[src/rtl/ifmap_pkg.sv]
// Shared types and constants for the ifmap read-address generator:
// FSM states, filter codes and the read-address field layout.
package ifmap_pkg;

   typedef enum logic [1:0] {
      IDLE  = 2'd0,
      ISSUE = 2'd1,
      DRAIN = 2'd2,
      DONE  = 2'd3
   } state_t;

   localparam logic [1:0] FIL3    = 2'b00;
   localparam logic [1:0] FIL4    = 2'b01;
   localparam logic [1:0] FIL5    = 2'b10;
   localparam logic [1:0] FIL_BAD = 2'b11;

   localparam int ADDR_T_BIT   = 0;
   localparam int ADDR_Y_LSB   = 1;
   localparam int ADDR_X_LSB   = 7;
   localparam int ADDR_FIL_LSB = 13;
   localparam int ADDR_FIELD_W = 15;

   function automatic logic [ADDR_FIELD_W-1:0] pack_addr(input logic [1:0] fil,
                                                         input logic [5:0] x,
                                                         input logic [5:0] y,
                                                         input logic       t);
      logic [ADDR_FIELD_W-1:0] a;
      a = '0;
      a[ADDR_FIL_LSB +: 2] = fil;
      a[ADDR_X_LSB +: 6]   = x;
      a[ADDR_Y_LSB +: 6]   = y;
      a[ADDR_T_BIT]        = t;
      return a;
   endfunction

endpackage

[src/rtl/ifmap_credit_cnt.sv]
// Outstanding-read credit counter: counts accepted addresses not yet
// answered by a returned data packet, floored at zero.
module ifmap_credit_cnt #(
   parameter int MAX_OUT = 4
) (
   input  logic clk,
   input  logic rst_n,
   input  logic inc,
   input  logic dec,
   output logic can_issue,
   output logic is_zero
);

   logic [3:0] cnt_q;

   always_ff @(posedge clk or negedge rst_n) begin
      if (!rst_n) begin
         cnt_q <= 4'd0;
      end else if (inc && !dec) begin
         cnt_q <= cnt_q + 4'd1;
      end else if (dec && !inc && (cnt_q != 4'd0)) begin
         cnt_q <= cnt_q - 4'd1;
      end
   end

   assign can_issue = (cnt_q < 4'(MAX_OUT));
   assign is_zero   = (cnt_q == 4'd0);

   // A simultaneous accept and return nets out; a stray return at zero is dropped.
   a_same_cycle : assert property (@(posedge clk) disable iff (!rst_n)
      (inc && dec) |=> (cnt_q == $past(cnt_q)));
   a_floor_zero : assert property (@(posedge clk) disable iff (!rst_n)
      (dec && !inc && (cnt_q == 4'd0)) |=> (cnt_q == 4'd0));

endmodule

[src/rtl/ifmap_rd_addr_gen.sv]
// Walks the (x, y, t) read-address space of one ifmap layer, t innermost,
// throttled by an outstanding-read credit limit.
module ifmap_rd_addr_gen
   import ifmap_pkg::*;
#(
   parameter int MAX_OUT = 4,
   parameter int ADDR_W  = 15
) (
   input  logic              clk,
   input  logic              rst_n,
   input  logic              cmd_valid,
   output logic              cmd_ready,
   input  logic [5:0]        cmd_conv_size,
   input  logic [1:0]        cmd_fil_size,
   output logic              addr_valid,
   input  logic              addr_ready,
   output logic [ADDR_W-1:0] addr,
   input  logic              rdata_ret,
   output logic              busy,
   output logic              done,
   output logic              err
);

   state_t     state_q, state_d;
   logic [5:0] n_q, x_q, y_q;
   logic [1:0] fil_q;
   logic       t_q;
   logic       err_q;
   logic       can_issue, cnt_zero;
   logic       cmd_acc, addr_acc, last_addr;

   assign cmd_acc   = cmd_valid && cmd_ready;
   assign addr_acc  = addr_valid && addr_ready;
   assign last_addr = (x_q == n_q - 6'd1) && (y_q == n_q - 6'd1) && t_q;

   ifmap_credit_cnt #(.MAX_OUT(MAX_OUT)) u_credit (
      .clk       (clk),
      .rst_n     (rst_n),
      .inc       (addr_acc),
      .dec       (rdata_ret),
      .can_issue (can_issue),
      .is_zero   (cnt_zero)
   );

   always_ff @(posedge clk or negedge rst_n) begin
      if (!rst_n) state_q <= IDLE;
      else        state_q <= state_d;
   end

   always_comb begin
      state_d    = state_q;
      cmd_ready  = 1'b0;
      addr_valid = 1'b0;
      busy       = 1'b1;
      done       = 1'b0;
      case (state_q)
         IDLE: begin
            cmd_ready = 1'b1;
            busy      = 1'b0;
            // Illegal filter code is swallowed here; err is flagged a cycle later.
            if (cmd_valid && (cmd_fil_size != FIL_BAD)) begin
               state_d = (cmd_conv_size == 6'd0) ? DONE : ISSUE;
            end
         end
         ISSUE: begin
            addr_valid = can_issue;
            if (can_issue && addr_ready && last_addr) state_d = DRAIN;
         end
         DRAIN: begin
            if (cnt_zero) state_d = DONE;
         end
         DONE: begin
            done    = 1'b1;
            state_d = IDLE;
         end
         default: state_d = IDLE;
      endcase
   end

   always_ff @(posedge clk or negedge rst_n) begin
      if (!rst_n) begin
         n_q   <= 6'd0;
         fil_q <= 2'b00;
         x_q   <= 6'd0;
         y_q   <= 6'd0;
         t_q   <= 1'b0;
         err_q <= 1'b0;
      end else begin
         err_q <= cmd_acc && (cmd_fil_size == FIL_BAD);
         if (cmd_acc) begin
            n_q   <= cmd_conv_size;
            fil_q <= cmd_fil_size;
            x_q   <= 6'd0;
            y_q   <= 6'd0;
            t_q   <= 1'b0;
         end else if (addr_acc) begin
            t_q <= ~t_q;
            if (t_q) begin
               if (y_q == n_q - 6'd1) begin
                  y_q <= 6'd0;
                  x_q <= x_q + 6'd1;
               end else begin
                  y_q <= y_q + 6'd1;
               end
            end
         end
      end
   end

   assign addr = ADDR_W'(pack_addr(fil_q, x_q, y_q, t_q));
   assign err  = err_q;

endmodule

[config.mk]
export PLATFORM = sky130hd
export DESIGN_NAME = ifmap_rd_addr_gen
export DESIGN_NICKNAME = d
export VERILOG_FILES = /design/src/rtl/ifmap_pkg.sv /design/src/rtl/ifmap_credit_cnt.sv /design/src/rtl/ifmap_rd_addr_gen.sv
export SDC_FILE = /design/constraint.sdc
export NUM_CORES = 1
export LEC_CHECK = 0
export CORE_UTILIZATION = 55
export CTS_BUF_LIST = sky130_fd_sc_hd__clkbuf_4 sky130_fd_sc_hd__clkbuf_8
export CTS_CLUSTER_DIAMETER = 100
export CTS_CLUSTER_SIZE = 12
export DETAILED_ROUTE_END_ITERATION = 6
export GPL_ROUTABILITY_DRIVEN = 0
export PLACE_DENSITY = 0.86
export SYNTH_ARGS = -nofsm -noshare
export SYNTH_HDL_FRONTEND = slang
export SYNTH_SLANG_ARGS = --single-unit
[constraint.sdc]
create_clock -name clk -period 3.1 [get_ports clk]
set_input_delay 0.62 -clock clk [delete_from_list [all_inputs] [get_ports clk]]
set_output_delay 0.62 -clock clk [all_outputs]
set_load 0.01 [all_outputs]
---- Word level (Yosys, flattened, before mapping) ----
Cells that the tools add are included.
operators by class
  add/subtract/negate cells ............... 5
  bitwise logic cells ..................... 1
  eq/ne operators ......................... 10
  mux-type cells .......................... 21
  reductions and logical operators ........ 24
  order comparisons ....................... 1
operators with widths
  kind                   number
  $mux W6                8
  $add A6 B1 Y6 const B  2
  $eq A6 B6 Y1           2
  $logic_and A1 B1 Y1    11
  $mux W2                4
  $mux W4                2
  $ne A2 B2 Y1 const B   4
  $pmux W2 S4            1
  $reduce_bool A2 Y1     4
  $eq A2 B2 Y1 const B   3
  $logic_not A6 Y1       1
  $mux W1                6
  $reduce_and A3 Y1      2
  $sub A6 B1 Y6 const B  1
  $add A4 B1 Y4 const B  1
  $logic_not A4 Y1       1
  $lt A4 B3 Y1 const B   1
  $reduce_bool A4 Y1     1
  $sub A4 B1 Y4 const B  1
  $eq A2 B1 Y1 const B   1
  $logic_not A1 Y1       2
  $logic_not A2 Y1       1
  $reduce_and A2 Y1      1
  $not A1 Y1             1
storage, ports and cells
  flip-flop bits (word level) ............. 28
  input bits .............................. 13

---- Longest topological paths before layout ----
Gate-level depths: netlist of the first run.
  word-level depth ........................ 8
  depth in mapped cells ................... 9

---- Hierarchy ----
A second synthesis of the first run with hierarchy kept.
unflattened totals
  cells, all modules ...................... 188
  area, all modules ....................... 1769.2 µm²
by module, submodules not included
  module             times used  area an instance (µm²)  cells each  seq. area each (µm²)
  ifmap_rd_addr_gen  1           1460.2                  161         600.6
  ifmap_credit_cnt   1           309.0                   27          100.1

---- Worst setup path after synthesis of the first run ----
No wires, ideal clock.
  path type ............................... reg-to-reg
  start point ............................. register state_q[1]
  end point ............................... register u_credit.cnt_q[3]
  stages on the path, launching flop included .. 10
  setup time .............................. 0.079 ns
  path buffers ............................ 0
  clock period less this slack ............ 2.161 ns
  setup slack ............................. 0.939 ns
  data arrival time ....................... 2.082 ns
  cell sequence ........................... dfrtp_1 -> inv_1 -> ha_1 -> and4bb_2 -> nand2b_1 -> ha_1 -> a21o_1 -> a21oi_1 -> mux2i_1 -> xor2_1
on the way
  word-level cells in the longest chain between the ends .. 7
  elaborated cells between the ends (all ways) .. 9
  classes of those cells .................. 1 x eq/ne; 2 x mux; 6 x reduce/logical
ends and longest elaborated chain
  what                               line                     text
  start: declaration                 ifmap_rd_addr_gen.sv:24  state_t state_q, state_d;
  start signal: assignment           ifmap_rd_addr_gen.sv:47  else state_q <= state_d;
  $eq A2 B1 Y1 *                     ifmap_rd_addr_gen.sv:56  case (state_q)
  $mux W1 *                          ifmap_rd_addr_gen.sv:56
  $logic_and A1 B1 Y1 *              ifmap_rd_addr_gen.sv:33  assign addr_acc = addr_valid && addr_ready;
  $logic_not A1 Y1                   ifmap_credit_cnt.sv:21   end else if (dec && !inc && (cnt_q != 4'd0)) begin
  $logic_and A1 B1 Y1 (2 in series)  ifmap_credit_cnt.sv:21
  $reduce_bool A2 Y1 (no line)       -
  end signal: assignment             ifmap_credit_cnt.sv:20   cnt_q <= cnt_q + 4'd1;
  end signal: assignment             ifmap_credit_cnt.sv:22   cnt_q <= cnt_q - 4'd1;
  end: declaration                   ifmap_credit_cnt.sv:14   logic [3:0] cnt_q;
Every way passes the cells marked *; elsewhere a longest branch is shown, timed or not.
A chain may end at the register's enable or synchronous reset.

---- Worst setup path in the final report of the first run ----
  start point ............................. register state_q[1]
  end point ............................... output port addr_valid
on the way
  word-level cells in the longest chain between the ends .. 2
ends and longest elaborated chain
  what              line                     text
  $eq A2 B1 Y1      ifmap_rd_addr_gen.sv:56
  $mux W1           ifmap_rd_addr_gen.sv:56
  end: declaration  ifmap_rd_addr_gen.sv:15  output logic addr_valid,
No other way between the ends.

==> impl_metrics.csv, run 1 <==
group,metric,value,unit
placed_design,numPortBuffers,32,
grt,gr-usage-all-layers,0.2693,
cts,clk_latency,0.34,ns
cts,cts_resized,0,
timing,holdWs,0.5100,ns
floorplan,design.core.area,0.003128,mm2
cts,h-tree-depth,1,
worst_hold_path,hp-class,"flip-flop to flip-flop",
grt,grt_antenna_before_repair,0,
grt,gr-total-overflow,0,
power,p_leak,1.008,nW
floorplan,ios,33,
layout,register_area,700.7,um2
drt,num_vias,1619,
grt,grt_max_degree,29,
timing,rsz0062_at_grt,"false",
layout,fill_cells,240,
synthesis,syn_area_per_cell,9.312,um2
timing,maxSlewHeadroom,0.6071,
cts,ctsHoldBuffers,0,
floorplan,design.die.area,0.003640,mm2
worst_setup_path,path_class,"flip-flop to primary output",
floorplan,die_x,60.34,um
worst_setup_path,cp-start-kind,"flip-flop",
cts,cts_sinks,28,
timing,finalCritPeriodShare,0.8334,
drt,wirelength,4.345,mm
layout,drive_above_1_share,0.06466,
timing,setup_viol,0,
timing,fin_skew,0.004759,ns
floorplan,die_height,60.34,um
synthesis,synth-async-reset-ratio,1.000,
layout,utilization,0.7300,
grt,grt_pass1_vias,1489,
synthesis,synth-warning-count,0,
synthesis,synth_ff_type,"dfrtp_1",
cts,cts_root_buf,"clkbuf_4",
cts,cts_tree,"built",
drt,wl_per_cell,15.74,um
synthesis,synth_seq_cells,28,
worst_setup_path,crit_fanout,6,
synthesis,ys_seq_area_frac,0.3743,
flow_run,max_cap_violations,0,
layout,multi_input_area,0.001114,mm2
synthesis,netlist_area,0.001872,mm2
floorplan,start_util,0.5984,
power,max-vdd-ir-drop,0.3175,mV
timing,fin_setup_tns,0,ns
timing,fmax,0.3871,GHz
power,power_density,809.7,mW/mm2
drt,drc,0,
synthesis,synth_top_area_cell,"dfrtp_1",
synthesis,syn_nets,224,
timing,hold_viol_final,0,
synthesis,syn_inst,201,
cts,post-cts-setup-buffers,0,
synthesis,synth.distinct_cells,50,
cts,clk_path_buf_depth,2,
placed_design,post-dp-hpwl,3.196,mm
cts,numCtsBuffers,3,
drt,dr.pass1.iters,4,
synthesis,synth-edff-count,0,
timing,tightest_slew,0.5890,ns
outcome,run_status,"complete, no violations",
floorplan,rows,20,
timing,finalMaxSlewViolations,0,
worst_setup_path,worstPathRequired,2.48,ns
grt,grt_pass1_wl,7.155,mm
cts,clk_pin_slew,0.16,ns
layout,area_growth,21.99,%
layout,nNetsFinal,256,
layout,antenna_cells,0,
timing,fin_crit,2.583,ns
worst_setup_path,crit_path_end_kind,"primary output",
worst_setup_path,arrival,1.96,ns
synthesis,ys_top_cells_by_area,"dfrtp_1 37%, nand2_1 6.6%, xnor2_1 6.1%, ha_1 6.0%, xor2_1 4.2%",
drt,post_drt_via_cell_ratio,5.866,
drt,ant_nets,0,
drt,drt-initial-drc-count,97,
synthesis,synth_top_area_share,0.3743,
[Yosys cell counts (all sizes together) (6+ instances only)]
cell type,instances
and3,6
ha,9
xor2,9
nor3,9
dfrtp,28
nor2,10
inv,7
o21ai,6
a21oi,6
xnor2,13
nand2,33
[sequential cells by signal, indices dropped and copies added (netlist names)]
signal	cells
err	1
fil_q	2
n_q	6
state_q	2
t_q	1
u_credit.cnt_q	4
x_q	6
y_q	6
[final cells by class]
type | instances | area share
clock buffers | 3 | 0.009863
clock inverters | 1 | 0.01315
inverters | 7 | 0.01151
multi-input cells | 159 | 0.4877
flip-flops and latches | 28 | 0.3068
well taps | 44 | 0.02411
repair buffers | 34 | 0.1468
[logic make-up after synthesis]
kind of cell	share of synthesized area
fa+ha+maj	0.07086
buf+inv	0.03075
compound gates	0.1123
mux	0.01738
xor+xnor	0.1270
simple gates	0.2674
flops	0.3743
[worst max-delay path: stages, from the launching register on]
cell and delay, ns:
dfrtp_1 0.47, inv_1 0.10, ha_1 0.26, nor3b_1 0.22, clkdlybuf4s50_1 0.56
[power breakdown]
group,switching [mW],internal (mW),total [mW]
Clock,0.118,0.131,0.249
Combinational,0.537,0.454,0.991
Sequential,0.143,0.466,0.609
[path summary, 6_finish.rpt]
kind | slack (ns) | to | cells past startpoint | from
max | 0.52 | addr_valid | 4 | state_q[1]
min | 0.51 | fil_q[0] | 2 | fil_q[0]
max reg2reg | 0.63 | state_q[0] | 7 | n_q[0]
min reg2reg | 0.51 | fil_q[0] | 2 | fil_q[0]
max in group asynchronous | 2.21 | err | 2 | rst_n
min in group asynchronous | 0.62 | u_credit.cnt_q[0] | 2 | rst_n
[cell usage in the layout, fill, tap and decap left out, drive strengths merged, types with 2 or more instances in the layout]
cell type	Yosys	final
nand2	33	33
clkdlybuf4s50	0	32
dfrtp	28	28
xnor2	13	13
nor2	10	10
xor2	9	9
ha	9	9
nor3	9	9
inv	7	7
and3	6	6
a21oi	6	6
o21ai	6	6
nand4	5	5
nand3	5	5
a31oi	5	5
a41o	4	4
and2	4	4
nor4	4	4
or4	3	3
clkbuf	5	3
xnor3	2	2
nand3b	2	2
mux2	2	2
o31ai	2	2
buf	2	2
nor3b	2	2
[routing by layer]
layer	global-route usage	wire (um)
met1	0.3614	1968
met2	0.4474	2119
met3	0.03838	179
met4	0.09302	77
met5	0	0
[stage by stage]
stage	setup WS [ns]	cell area (um2)	power, mW	std cells
6_report	0.5166	2283	1.849	276
2_1_floorplan	0.9388	1872	1.319	201
4_1_cts	0.5165	2283	1.849	276
3_5_place_dp	0.3843	2231	1.593	272
5_1_grt	0.4159	2283	1.987	276
3_3_place_gp	0.4638	2231	1.549	272
(Power assumes the default switching activity.)
==> run 2, diff against run 1 <==
--- a/config.mk
+++ b/config.mk
@@ -5,13 +5,13 @@
 export SDC_FILE = /design/constraint.sdc
 export NUM_CORES = 1
 export LEC_CHECK = 0
-export CORE_UTILIZATION = 55
+export CORE_UTILIZATION = 49
 export CTS_BUF_LIST = sky130_fd_sc_hd__clkbuf_4 sky130_fd_sc_hd__clkbuf_8
 export CTS_CLUSTER_DIAMETER = 100
 export CTS_CLUSTER_SIZE = 12
 export DETAILED_ROUTE_END_ITERATION = 6
 export GPL_ROUTABILITY_DRIVEN = 0
-export PLACE_DENSITY = 0.86
+export PLACE_DENSITY = 0.81
 export SYNTH_ARGS = -nofsm -noshare
 export SYNTH_HDL_FRONTEND = slang
 export SYNTH_SLANG_ARGS = --single-unit
==> constraint.sdc (replaced) <==
create_clock -name clk -period 2.1 [get_ports clk]
set_input_delay 0.42 -clock clk [delete_from_list [all_inputs] [get_ports clk]]
set_output_delay 0.42 -clock clk [all_outputs]
set_load 0.01 [all_outputs]
==> run 2 against run 1 <==
The run now ends with design-rule violations, negative setup slack left. Critical endpoint is now state_q[1]. Worst hold slack got worse by 0.030 ns. Power grew 90%. Sequential cell count unchanged. Core utilization increased by 1.8 points. Wire length grew 16%. Worst setup slack got worse by 0.64 ns.
==> impl_metrics.csv, run 2 (synthesis results as in run 1) <==
group,metric,value,unit
outcome,run_status,"finished with violations",
layout,area_growth,46.26,%
drt,num_vias,1761,
layout,layout.cells.non_filler,314,
floorplan,die_x,63.81,um
cts,numCtsBuffers,3,
worst_setup_path,cp-start-kind,"flip-flop",
drt,ant_nets,0,
worst_setup_path,arrival,2.36,ns
cts,h-tree-depth,1,
worst_setup_path,crit_path_end_kind,"flip-flop",
worst_setup_path,cpMaxStageDelayCell,"or4_4",
drt,wl_per_cell,15.99,um
worst_setup_path,crit_path_frequent_cell,"buf_4",
worst_setup_path,worstPathRequired,2.24,ns
layout,final_cell_mix,"33 x nand2_1, 33 x buf_4, 29 x clkdlybuf4s50_1, 28 x dfrtp_1",
timing,tightest_slew,0.5533,ns
layout,reg_top3,"n_q (6), x_q (6), y_q (6)",
floorplan,start_util,0.5113,
layout,drive_above_1_share,0.2782,
layout,utilization,0.7478,
timing,setup_slack,-0.1217,ns
layout,antenna_cells,0,
grt,grt_antenna_before_repair,0,
floorplan,design.core.area,0.003661,mm2
worst_setup_path,cpPeakStageDelay,0.52,ns
cts,clk_pin_slew,0.09,ns
timing,fin_crit,2.222,ns
drt,dr.pass1.iters,6,
cts,cts_tree,"built",
layout,fill_cells,267,
power,p_leak,1.255,nW
timing,fmax,0.4501,GHz
cts,cts_root_buf,"clkbuf_8",
timing,maxSlewHeadroom,0.6310,
cts,clk_latency,0.28,ns
worst_setup_path,crit_fanout,3,
timing,finalMaxSlewViolations,0,
drt,drc,1,
flow_run,max_cap_violations,0,
floorplan,rows,22,
grt,gr-total-overflow,0,
timing,finalCritPeriodShare,1.058,
placed_design,dpl_worst_slack,-0.3112,ns
power,max-vdd-ir-drop,0.8336,mV
worst_setup_path,crit_family,"simple AND/OR/NAND/NOR gates",
floorplan,ios,33,
grt,gr-usage-all-layers,0.2778,
power,power_density,1280,mW/mm2
timing,setup_viol,13,
grt,grt_pass1_vias,1861,
cts,clk_path_buf_depth,2,
layout,nNetsFinal,291,
timing,hold_viol_final,0,
worst_setup_path,path_class,"flip-flop to flip-flop",
floorplan,die_height,63.81,um
drt,drt-initial-drc-count,133,
worst_setup_path,crit_chain,"buf_4 -> or4_4 -> buf_4 -> a211o_1 -> and2_4 -> a221oi_2 -> nand3_1",
power,finalPower,3.505,mW
drt,post_drt_via_cell_ratio,5.608,
outcome,violations,"design-rule violations, negative setup slack",
placed_design,numPortBuffers,32,
drt,wirelength,5.021,mm
timing,fin_skew,0.002087,ns
grt,grt_max_degree,29,
cts,cts_sinks,28,
placed_design,post-place-cells,305,
grt,grt_pass1_wl,8.645,mm
floorplan,design.die.area,0.004071,mm2
cts,ctsHoldBuffers,0,
worst_hold_path,hp-class,"flip-flop to flip-flop",
placed_design,post-dp-hpwl,3.509,mm
timing,rsz0062_at_grt,"true",
worst_setup_path,path_buf_inv,2,
## run 2: changes by cell type in the layout (fill, tap and decap cells not counted), moves of 4 or more
cell	before	now
xnor2_1	13	9
ha_4	0	4
ha_1	9	4
buf_4	2	33
## run 2: cell type report
class,instances,area [um2],area share
Multi-Input combinational cell,159,1281,0.4680
Sequential cell,28,700.7,0.2559
Timing Repair Buffer,69,625.6,0.2285
Tap cell,48,60.06,0.02194
Clock buffer,3,41.29,0.01508
Inverter,7,28.78,0.01051
## run 2: per-layer routing
metal | up-vias | part of all wire | wire length, um | GRT usage
met4 | 0 | 0.013 | 66 | 0.07670
met3 | 8 | 0.045 | 227 | 0.04643
met2 | 58 | 0.53 | 2659 | 0.5066
met5 | - | 0 | 0 | 0
li1 | 851 | - | - | -
met1 | 844 | 0.41 | 2067 | 0.3333
## run 2: path summary, 6_finish.rpt
path	cells past startpoint	slack, ns	endpoint	start
setup / recovery	7	-0.12	state_q[1]	n_q[0]
hold / removal	2	0.48	fil_q[0]	fil_q[0]
setup reg to reg	7	-0.12	state_q[1]	n_q[0]
hold reg to reg	2	0.48	fil_q[0]	fil_q[0]
max in group asynchronous	2	1.32	x_q[1]	rst_n
min in group asynchronous	2	0.52	y_q[3]	rst_n
## run 2: where the power goes
| part | leakage, nW | switching, mW | total, mW | internal, mW |
|---|---|---|---|---|
| Sequential | 0.365 | 0.182 | 0.871 | 0.689 |
| Combinational | 0.868 | 1.13 | 2.34 | 1.20 |
| Clock | 0.0216 | 0.166 | 0.296 | 0.129 |
## run 2: timing repair
| item | in CTS | in global routing |
|---|---|---|
| setup buffers | 4 | 2 |
| resized for setup | 15 | 13 |
| pin swaps | 10 | 7 |
| setup endpoints to repair | 17 | 18 |
## run 2: tightest hold or removal path: cells and delay by family (launching register included)
family        cells  cell delay, ns
flops             1            0.35
simple gates      2            0.11
## run 2: stage by stage
step	TNS, ns	area, um2	hold WS, ns
2_1_floorplan	-0.01013	1932	0.1244
3_3_place_gp	-1.576	2520	0.4620
3_5_place_dp	-2.358	2520	0.4638
4_1_cts	-0.4787	2653	0.4861
5_1_grt	-1.618	2738	0.5329
6_report	-0.7265	2738	0.4796
==> run 3, diff against run 2 <==
--- a/config.mk
+++ b/config.mk
@@ -5,6 +5,7 @@
 export SDC_FILE = /design/constraint.sdc
 export NUM_CORES = 1
 export LEC_CHECK = 0
+export ABC_CLOCK_PERIOD_IN_PS = 2100
 export CORE_UTILIZATION = 49
 export CTS_BUF_LIST = sky130_fd_sc_hd__clkbuf_4 sky130_fd_sc_hd__clkbuf_8
 export CTS_CLUSTER_DIAMETER = 100
==> results of run 3 <==
Final layout, timing and power as in run 2 (identical DEF).
==> patch 1, RTL diff (flow settings as in run 3) <==
Remove the register `err_q`: a continuous assignment takes its place, so the output `err` follows one clock earlier.
--- a/src/rtl/ifmap_rd_addr_gen.sv
+++ b/src/rtl/ifmap_rd_addr_gen.sv
@@ -85,7 +85,5 @@
          y_q   <= 6'd0;
          t_q   <= 1'b0;
-         err_q <= 1'b0;
       end else begin
-         err_q <= cmd_acc && (cmd_fil_size == FIL_BAD);
          if (cmd_acc) begin
             n_q   <= cmd_conv_size;
@@ -108,4 +106,6 @@
    end
 
+   assign err_q = cmd_acc && (cmd_fil_size == FIL_BAD);
+
    assign addr = ADDR_W'(pack_addr(fil_q, x_q, y_q, t_q));
    assign err  = err_q;
Behaviour: not the same (Yosys sat finds a counterexample within 4 cycles, from zero or initial values and one cycle with rst_n low).
==> patch 1 against run 3 <==
The run ends with setup timing left; cell area down 8.2%; non-clock buffer count down 2; power up 4.5%; sequential cell count down 1; sequential power up 13%; wire length down 4.2%; synthesized area down 9.9%; count of clock-buffer cells in the layout unchanged; cell count down 6.4%; fmax down 10%; worst setup slack worse by 250 ps; critical path type unchanged.
==> patch 1: results (changes against run 3) <==
The flow ran to the end, but the final reports show violations. The final reports fail on setup timing. The run gives 294 (-6.4%) as the post-route non-filler standard cell count.

The root buffer cell chosen for the clock tree is clkbuf_4. Data arrival time of the worst path: 2770 ps (+410 ps). The tools report the total power as 3660 µW (+4.5%).

The tools report the count of final setup violators as 14 (+1). The routed wirelength normalized by instance count is 16.4 µm (+2.3%). The worst slack at placement is -312 ps (-0.415 ps). The overall global routing resource usage came out at 27.8% (+0.061 points).

Async set or reset register ratio after synthesis: 100% (unchanged). For the count of filler cells inserted in the layout, the log shows 214 (-20%). The share of final-layout standard cells stronger than drive strength 1 was 28.8% (+0.98 points); the compound-cell area share of the yosys netlist was 11.5% (+0.27 points). The transition time at the pin with the least slew margin works out to 344 ps (-209 ps). Endpoint of the worst-slack reg-to-reg timing path: x_q[5]$_DFFE_PN0P_.

The post-synthesis area per instance came out at 9.27 µm² (-0.49%). Worst slack on hold paths: 418 ps (-61.6 ps). Total negative slack for setup checks: -3420 ps (-2690 ps). The fraction of power consumed by combinational cells is 66.8% (about the same), and the met3 track utilization from global routing is 3.84% (-0.80 points).

The run gives 36 (-28%) as the number of unique standard cell types used by synthesis. The class of the worst hold path was in2async. The logs give 1570 µW (+6.0%) for the switching power summed over all nets and 0 (unchanged) for the number of inserted diodes.

The CTS clock-pin slew for the worst setup and hold paths was 150 ps (+60 ps); the number of resized instances in the post-cts repair step was 22 (+7). The net count after synthesis was 205 (-8.5%); the pin count of the biggest net entering global routing was 28 (-3.4%). The count of TritonRoute iterations in the first routing pass is 4 (-2).

The most critical setup path has its endpoint at x_q[5]$_DFFE_PN0P_. The run gives -368 ps (-246 ps) as the worst-case setup margin in the final layout. The static leakage power is 0.00110 µW (-12%), and the placement-stage cell area is 0.00226 mm² (-10%). The logs give 0.812 mV (-2.6%) for the maximum resistive drop on vdd and 1,671 (-5.1%) for the total number of vias. STA classifies the critical path startpoint as a register. The final setup skew is 16.0 ps (+13.9 ps), and the fraction of the mapped netlist area in adder cells is 7.86% (+0.78 points). The run gives 350 ps (+70 ps) as the clock latency on the worst-skew pair.

The detailed placement HPWL was 3270 µm (-6.8%). The number of nets in the final layout is 274 (-5.8%). Met2 global-route usage: 48.0% (-2.6 points). The run gives 40.1% (+2.6 points) as the fraction of the yosys area taken by sequential cells.

The area occupied by multi-input gates is 0.00114 mm² (-11%), and the total of warnings raised by yosys is 0 (unchanged). Sorting the synthesized cells by area gives the leading types as dfrtp_1 (40%), xnor2_1 (8.8%), nand2_1 (8.7%). The multiplexer share of the synthesized area is 2.52% (+0.78 points), and the sequential fraction of design power is 26.8% (+1.9 points).

Detailed router's first-iteration violation count: 152 (+14%). The biggest cell delay along the critical path is 560 ps (+40 ps). The maximum fanout along the worst path is 4 (+1), and the met1 capacity usage during global routing is 34.8% (+1.5 points). By count the netlist is led by nand2_1 (39), dfrtp_1 (27), xnor2_1 (17). The share of the synthesized netlist area taken by xor and xnor gates is 11.4% (-1.3 points), and the first-pass GRT wire length is 7400 µm (-14%). For the number of global-route vias before repair, the log shows 1,528 (-18%). The setup fix buffers added after clock tree synthesis came out at 2 (-2).
[patch 1: changes by cell type after synthesis, moves of 3 or more]
| cell | before | now |
|---|---|---|
| nand2b_1 | 1 | 4 |
| a21o_1 | 1 | 4 |
| o21ai_0 | 4 | 8 |
| nand2_1 | 33 | 39 |
| clkbuf_1 | 5 | 2 |
| a31oi_1 | 5 | 0 |
| nor3_1 | 8 | 2 |
| and3_1 | 6 | 0 |
| or3_1 | 1 | 4 |
| xor2_1 | 9 | 5 |
| xnor2_1 | 13 | 17 |
| a41o_1 | 4 | 0 |
[patch 1: routing by layer]
metal  vias to the layer above  part of all wire (%)
met5                         -                     0
met1                       838                    41
met3                        11                   3.9
met4                         0                   2.7
li1                        773                     -
met2                        49                    52
[patch 1: area by class of cell]
class / instances / area share, %
multi-input combinational: 147 / 45.2
sequential: 27 / 26.9
timing repair buffer: 67 / 23.8
tap: 44 / 2.19
clock buffer: 3 / 0.896
inverter: 5 / 0.747
clock inverter: 1 / 0.199
==> patch 2, RTL diff (config.mk and constraints of run 3) <==
Made on the original files. The parameter `ADDR_W` goes from 15 to 16.
--- a/src/rtl/ifmap_rd_addr_gen.sv
+++ b/src/rtl/ifmap_rd_addr_gen.sv
@@ -5,5 +5,5 @@
 #(
    parameter int MAX_OUT = 4,
-   parameter int ADDR_W  = 15
+   parameter int ADDR_W  = 16
 ) (
    input  logic              clk,
Interface: changed (resized addr); port bits go from 33 to 34. The function was not compared with the original's and may differ.
==> patch 2 against run 3 <==
The flow finishes with violations (setup timing); wire length fell by 4.9%; power fell by 5.5%; worst setup slack improved by 48 ps; die area rose by 0.58%; cell area fell by 3.6%; synthesized area rose by 0.60%; sequential cell count did not move; worst hold slack improved by 9.1 ps; clock power rose by 17%.
==> patch 2: results (changes against run 3) <==
The run gives 489 ps (+9.06 ps) as the worst slack on hold paths. The tools report the count of TritonRoute iterations in the first routing pass as 4 (-2). Maximum resistive drop on vdd: 0.758 mV (-9.0%). The met2 global-route usage is 42.4% (-8.2 points), and the share of final-layout standard cells stronger than drive strength 1 is 23.9% (-4.0 points). The flow ran to the end, but the final reports show violations. The tools report the fraction of the yosys area taken by sequential cells as 37.2% (-0.22 points). By area the synthesized netlist is led by dfrtp_1 (37%), nand2_1 (6.6%), xnor2_1 (6.0%). The tools report the worst slack at placement as -253 ps (+58.6 ps). The net count after synthesis was 226 (+0.89%). The number of placed cells counting well taps came out at 304 (-0.33%).

For the overall global routing resource usage, the log shows 25.4% (-2.4 points). For the synthesized netlist cell count, the log shows 203 (+1.0%). The number of unique standard cell types used by synthesis came out at 51 (+2.0%).

The first-pass GRT wire length was 7870 µm (-9.0%); the number of nets in the final layout was 288 (-1.0%). The average vias per placed instance was 5.62 (+0.24%). The run gives 1,683 (-9.6%) as the number of global-route vias before repair. Internal power consumption: 1950 µW (-3.5%).

The post-route non-filler standard cell count was 312 (-0.64%); the count of final setup violators was 7 (-6). The met3 wirelength from detailed routing is 232 µm (+2.2%), and the maximum fanout along the worst path is 7 (+4). The tools report the detailed router's first-iteration violation count as 87 (-35%). The total wire length after detailed routing was 4770 µm (-4.9%). The worst-case setup margin in the final layout is -73.8 ps (+47.9 ps), and the met3 track utilization from global routing is 2.68% (-2.0 points). The final setup skew came out at 3.39 ps (+1.30 ps). The checks that failed: setup timing.
==> patch 2: final cells by class <==
| type | instances | area [µm²] |
|---|---|---|
| Clock buffer | 4 | 55.1 |
| Tap cell | 48 | 60.1 |
| Timing Repair Buffer | 65 | 573 |
| Sequential cell | 28 | 701 |
| Fill cell | 288 | 1020 |
| Inverter | 7 | 26.3 |
| Multi-Input combinational cell | 160 | 1220 |
==> patch 2: kinds of logic after synthesis <==
group / Yosys count / synth area share, %
mux: 3 / 1.73
xor+xnor: 24 / 12.6
compound gates: 31 / 11.2
other cells: 1 / 0.199
buf+inv: 15 / 3.46
fa+ha+maj: 10 / 7.04
flops: 28 / 37.2
simple gates: 91 / 26.6
==> patch 2: worst paths after layout <==
kind | from | end | depth (start not counted)
max in group asynchronous | rst_n | fil_q[0]$_DFFE_PN0P_ | 2
min in group asynchronous | rst_n | y_q[2]$_DFFE_PN0P_ | 2
max reg2reg | n_q[1]$_DFFE_PN0P_ | state_q[0]$_DFFE_PN0P_ | 7
min reg2reg | fil_q[0]$_DFFE_PN0P_ | fil_q[0]$_DFFE_PN0P_ | 2
min | fil_q[0]$_DFFE_PN0P_ | fil_q[0]$_DFFE_PN0P_ | 2
max | n_q[1]$_DFFE_PN0P_ | state_q[0]$_DFFE_PN0P_ | 7
==> patch 2: power by group through the flow <==
stage | combinational, µW | sequential, µW | clock (µW)
after floorplan | 1230 | 844 | 0
after global placement | 1870 | 846 | 0
after detailed placement | 1910 | 857 | 0
after CTS | 1950 | 847 | 350
after global routing | 2320 | 873 | 373
final | 2120 | 845 | 345
==> patch 2: metrics by stage <==
step | cell area (µm²) | TNS, ps
after detailed placement | 2500 | -1990
final | 2640 | -380
after floorplan | 1940 | -10.1
after global placement | 2500 | -1470
after CTS | 2560 | -108
after global routing | 2640 | -947
